File: config.mk
export PLATFORM = sky130hd
export DESIGN_NAME = servo_pwm_bank
export DESIGN_NICKNAME = d
export VERILOG_FILES = /design/src/rtl/servo_pwm_bank.sv
export SDC_FILE = /design/constraint.sdc
export NUM_CORES = 1
export LEC_CHECK = 0
export BUFFER_PORTS_ARGS = -buffer_cell sky130_fd_sc_hd__buf_2
export CAP_MARGIN = 15
export CORE_MARGIN = 2
export CORE_UTILIZATION = 40
export DETAILED_ROUTE_END_ITERATION = 12
export PLACE_DENSITY = 0.64
export SYNTH_ARGS = -nofsm -noshare
export SYNTH_HDL_FRONTEND = slang
export SYNTH_SLANG_ARGS = --single-unit
File: constraint.sdc
create_clock -name SYSCLK -period 5 [get_ports SYSCLK]
set_clock_uncertainty 0.2 [all_clocks]
set_input_delay 0.75 -clock SYSCLK [delete_from_list [all_inputs] [get_ports SYSCLK]]
set_output_delay 0.75 -clock SYSCLK [all_outputs]
set_load 0.02 [all_outputs]
File: src/rtl/servo_pwm_bank.sv
// Multi-channel frame-synchronous servo PWM generator.
// Target widths are clamped on write, and each channel's width slews toward its target once per frame.
module servo_pwm_bank #(
  parameter int unsigned NUM_CH    = 4,
  parameter int unsigned CNT_W     = 16,
  parameter int unsigned CLK_DIV   = 10,
  parameter int unsigned PERIOD    = 20000,
  parameter int unsigned MIN_PULSE = 1000,
  parameter int unsigned MAX_PULSE = 2000,
  parameter int unsigned CENTER    = 1500,
  parameter int unsigned SLEW      = 10
) (
  input  logic              SYSCLK,
  input  logic              SYSRESET,
  input  logic              wr_en,
  input  logic [3:0]        wr_ch,
  input  logic [CNT_W-1:0]  wr_data,
  input  logic [NUM_CH-1:0] ch_enable,
  output logic [NUM_CH-1:0] pwm_out,
  output logic [NUM_CH-1:0] at_target,
  output logic              frame_start
);

  localparam int unsigned PS_W = (CLK_DIV > 1) ? $clog2(CLK_DIV) : 1;

  localparam logic [PS_W-1:0]  PS_LAST    = PS_W'(CLK_DIV - 1);
  localparam logic [CNT_W-1:0] FRAME_LAST = CNT_W'(PERIOD - 1);
  localparam logic [CNT_W-1:0] MIN_W      = CNT_W'(MIN_PULSE);
  localparam logic [CNT_W-1:0] MAX_W      = CNT_W'(MAX_PULSE);
  localparam logic [CNT_W-1:0] CENTER_W   = CNT_W'(CENTER);
  localparam logic [CNT_W-1:0] SLEW_W     = CNT_W'(SLEW);

  localparam logic signed [CNT_W:0] SLEW_S = (CNT_W + 1)'(SLEW);

  logic [PS_W-1:0]               prescaler;
  logic [CNT_W-1:0]              frame_cnt;
  logic                          tick_c;
  logic                          boundary_c;
  logic [NUM_CH-1:0][CNT_W-1:0]  target;
  logic [NUM_CH-1:0][CNT_W-1:0]  cur;
  logic [NUM_CH-1:0][CNT_W-1:0]  next_cur_c;
  logic signed [CNT_W:0]         diff_c [NUM_CH];
  logic [NUM_CH-1:0]             act_en;
  logic [CNT_W-1:0]              wr_clamped_c;

  assign tick_c     = (prescaler == PS_LAST);
  assign boundary_c = tick_c && (frame_cnt == FRAME_LAST);

  // Clamp the requested width into the safe servo range.
  always_comb begin
    wr_clamped_c = wr_data;
    if (wr_data < MIN_W) begin
      wr_clamped_c = MIN_W;
    end else if (wr_data > MAX_W) begin
      wr_clamped_c = MAX_W;
    end
  end

  // Per-frame slew step; both operands lie in [MIN,MAX] so the signed difference cannot wrap.
  always_comb begin
    next_cur_c = target;
    for (int i = 0; i < int'(NUM_CH); i++) begin
      diff_c[i] = $signed({1'b0, target[i]}) - $signed({1'b0, cur[i]});
      if (SLEW != 0) begin
        if (diff_c[i] > SLEW_S) begin
          next_cur_c[i] = cur[i] + SLEW_W;
        end else if (diff_c[i] < -SLEW_S) begin
          next_cur_c[i] = cur[i] - SLEW_W;
        end
      end
    end
  end

  always_ff @(posedge SYSCLK) begin
    if (SYSRESET) begin
      prescaler   <= '0;
      frame_cnt   <= '0;
      target      <= {NUM_CH{CENTER_W}};
      cur         <= {NUM_CH{CENTER_W}};
      act_en      <= '0;
      pwm_out     <= '0;
      frame_start <= 1'b0;
    end else begin
      prescaler <= tick_c ? '0 : prescaler + PS_W'(1);
      if (tick_c) begin
        frame_cnt <= (frame_cnt == FRAME_LAST) ? '0 : frame_cnt + CNT_W'(1);
      end
      frame_start <= boundary_c;
      // Width and enable only change at the boundary, so the next frame is never a runt.
      if (boundary_c) begin
        cur    <= next_cur_c;
        act_en <= ch_enable;
      end
      for (int i = 0; i < int'(NUM_CH); i++) begin
        if (wr_en && (wr_ch == 4'(i))) begin
          target[i] <= wr_clamped_c;
        end
        pwm_out[i] <= act_en[i] && (frame_cnt < cur[i]);
      end
    end
  end

  always_comb begin
    at_target = '0;
    for (int i = 0; i < int'(NUM_CH); i++) begin
      at_target[i] = (cur[i] == target[i]);
    end
  end

endmodule

==> run metrics <==
Reg power frac 0.385; number of DRC markers in iteration 0 1,699; met1 track demand over resource 0.328; count of cell types in the netlist 94; Comb power frac 0.191; Routability Congestion between 0.9 and 1; share of cells above drive strength 1 0.0672; Seq/Total Area, Yosys 0.215; Tmin final 4.29 ns; HP Class flop to flop; critical-path cell list inv_1 -> ha_1 -> and4_1 -> a21o_1 -> or2_1 -> a2111oi_0 -> or3b_2 -> nand4_1 -> o31a_1 -> buf_4 -> nor2_1 -> a21oi_1 -> o211a_1; Finished Core Util 0.433; Root Buffer clkbuf_16; crit path kind flop to flop; CTS tree done; Post-synth EDFFs 0; max incr delay on CP 0.57 ns; DP HPWL approximately 35,000 µm; cells after synthesis 1,964; Area growth, synth to finish 7.60%; Multi-input gate area 10,700 µm²; Synth async-reset ratio 0; vias in the first global route between 10k and 15k; Slew headroom 0.201; Crit-path slowest cell a2111oi_0; final non-filler cell area approximately 16,000 µm²; post-CTS sizing 0; Post-CTS Setup Inserts 0; drc violations 0; Top Usage Layer GRT met2; Final Setup Violations 0; Synth Register Bits 157; max cap viols 0; CP Data Arrival Time ~4.4 ns; pwr/cell area 209 nW/µm²; Crit. End Element flop; post-DR vias/cell 6.31; routed len/inst around 20 µm; antenna violations before repair 0; Int Pwr 2.30 mW; worst slew pin tran 1.19 ns; Peak VDD IR 241 µV; startpoint types flop; post-synth top area cell dfxtp_1; H-tree depth 4; share of the synthesized area in the top cell type 0.215; met2 GRT Util 0.405; Syn Area/Cell 7.45 µm²; final period utilization 0.859; Fillers 3,717; synth warn 0; port bufs 35; crit-path max FO 13; DR pass1 iterations 6; WL final 47,900 µm; syn_nets roughly 2.1k; n_diodes 0; clock tree sinks 157; leak pwr around 6.8 nW; switching portion of total power 0.302; CP Buf/Inv Count 2; antenna-violating nets left 0; clock slew at reported path FFs 0.07 ns; cell family with most CP delay compound AO/OA/AOI/OAI gates; final setup TNS 0 ns; CTS Buf Count 17; first-pass GRT wire length 76,300 µm; Total GRT Usage 0.247; Synth area leaders dfxtp_1 (21%), ha_1 (12%), nor2_1 (5.0%); maximum clock rate around 0.23 GHz; die footprint 38,100 µm²; Hold-fix buffers, CTS 0; WP data required 5.14 ns; vias approximately 15k; Clock power frac 0.423; outcome complete, no violations; final slew viol count 0; die width 195 µm; # nets final 2,101; RSZ-0062 raised after global routing false; Placeable Area 36,300 µm²; Net Switching 996 µW; clk_lat worst skew ~0.44 ns; die height 195 µm; met3 Use GR 0.0416; Post-Syn Area roughly 15,000 µm²; largest net degree at the start of global routing 66; starting density of the core 0.403; sequential cell area between 3000 and 4000 µm²; Post-DP Area 15,100 µm²; clock buffer depth 2; Hold Vio Cnt, Final 0; primary flip-flop cell chosen by synthesis mapping dfxtp_1; remaining global-route overflow 0; FP Rows 70; Top Ports 36
-- flip-flops by register name, summed over array words and instances (netlist names) --
register     count
pwm_out          4
frame_cnt       16
prescaler        4
target          64
frame_start      1
cur             64
act_en           4
-- per-layer routing --
layer  wire [µm]  part of all wire  vias to the layer above
met3        3780             0.079                      109
li1            -                 -                     7302
met4        1470             0.031                        0
met2       21700              0.45                      655
met1       21000              0.44                     7185
met5           0                 0                        -
-- Yosys cell counts, drive strengths merged (13+ instances only) --
library cell,number
nand4,46
or2,15
xnor2,61
buf,17
dfxtp,157
nand2,146
ha,135
a211oi,30
o221ai,13
and4,15
nand2b,18
o21a,21
inv,102
and2,25
o211ai,58
nor2,194
nor2b,29
nor4,23
a21o,53
o21ai,113
or3,20
nor3,64
and3,30
xor2,17
o22ai,14
a31oi,28
a21oi,145
nand3,66
clkbuf,86
-- logic make-up (layout without fill, tap and decap cells) --
kind of cell	count (synthesis)	count (layout)	synth area share
adder cells (fa/ha/maj)	139	139	0.121
flip-flops	157	157	0.215
buffers and inverters	209	193	0.0562
multiplexers	16	16	0.0116
AND/OR/NAND/NOR	727	727	0.250
XOR/XNOR	78	78	0.0467
AO/OA/AOI/OAI	638	638	0.300
-- per-stage QoR --
step	hold slack [ns]	power [mW]	worst slack, ns	instances
4_1_cts	0.260	3.29	0.797	2415
6_report	0.257	3.30	0.706	2416
3_5_place_dp	0.247	1.91	0.829	2383
2_1_floorplan	0.225	1.74	1.10	1964
3_3_place_gp	0.242	1.90	0.869	2383
5_1_grt	0.279	3.40	0.410	2416
-- power groups by stage --
stage | clock network (mW) | registers [mW] | logic [mW]
finish | 1.40 | 1.27 | 0.631
global route | 1.45 | 1.27 | 0.679
CTS | 1.41 | 1.27 | 0.615
detailed placement | 0 | 1.30 | 0.611
global placement | 0 | 1.30 | 0.606
floorplan | 0 | 1.29 | 0.445
-- worst register-to-register path, delay by kind of cell (launching register included) --
kind / cells / cell delay (ns)
AND/OR/NAND/NOR: 5 / 1.14
flip-flops: 1 / 0.50
adder cells (fa/ha/maj): 1 / 0.38
buffers and inverters: 2 / 0.44
AO/OA/AOI/OAI: 5 / 1.51
-- cell usage in the layout, fill, tap and decap left out, types with 35 or more instances in the layout --
cell type and instances:
a21o_1 53, a21oi_1 145, buf_2 35, dfxtp_1 157
ha_1 135, inv_1 102, nand2_1 146, nand3_1 66
nand4_1 46, nor2_1 193, nor3_1 63, o211ai_1 57
o21ai_0 104, xnor2_1 61
-- final cells by class --
class	instances	area share
Clock inverter	12	0.0102
Inverter	106	0.0253
Tap cell	468	0.0372
Multi-Input combinational cell	1598	0.678
Clock buffer	20	0.0290
Sequential cell	157	0.200
Timing Repair Buffer	55	0.0211
-- final timing paths --
kind | start | endpoint | slack [ns] | depth (start not counted)
min | act_en[3]$_SDFFE_PP0P_ | pwm_out[3]$_SDFF_PP0_ | 0.26 | 2
max reg2reg | cur[58]$_SDFFE_PP1P_ | cur[49]$_SDFFE_PP0P_ | 0.71 | 13
max | cur[58]$_SDFFE_PP1P_ | cur[49]$_SDFFE_PP0P_ | 0.71 | 13
min reg2reg | act_en[3]$_SDFFE_PP0P_ | pwm_out[3]$_SDFF_PP0_ | 0.26 | 2
(Power assumes the default switching activity.)
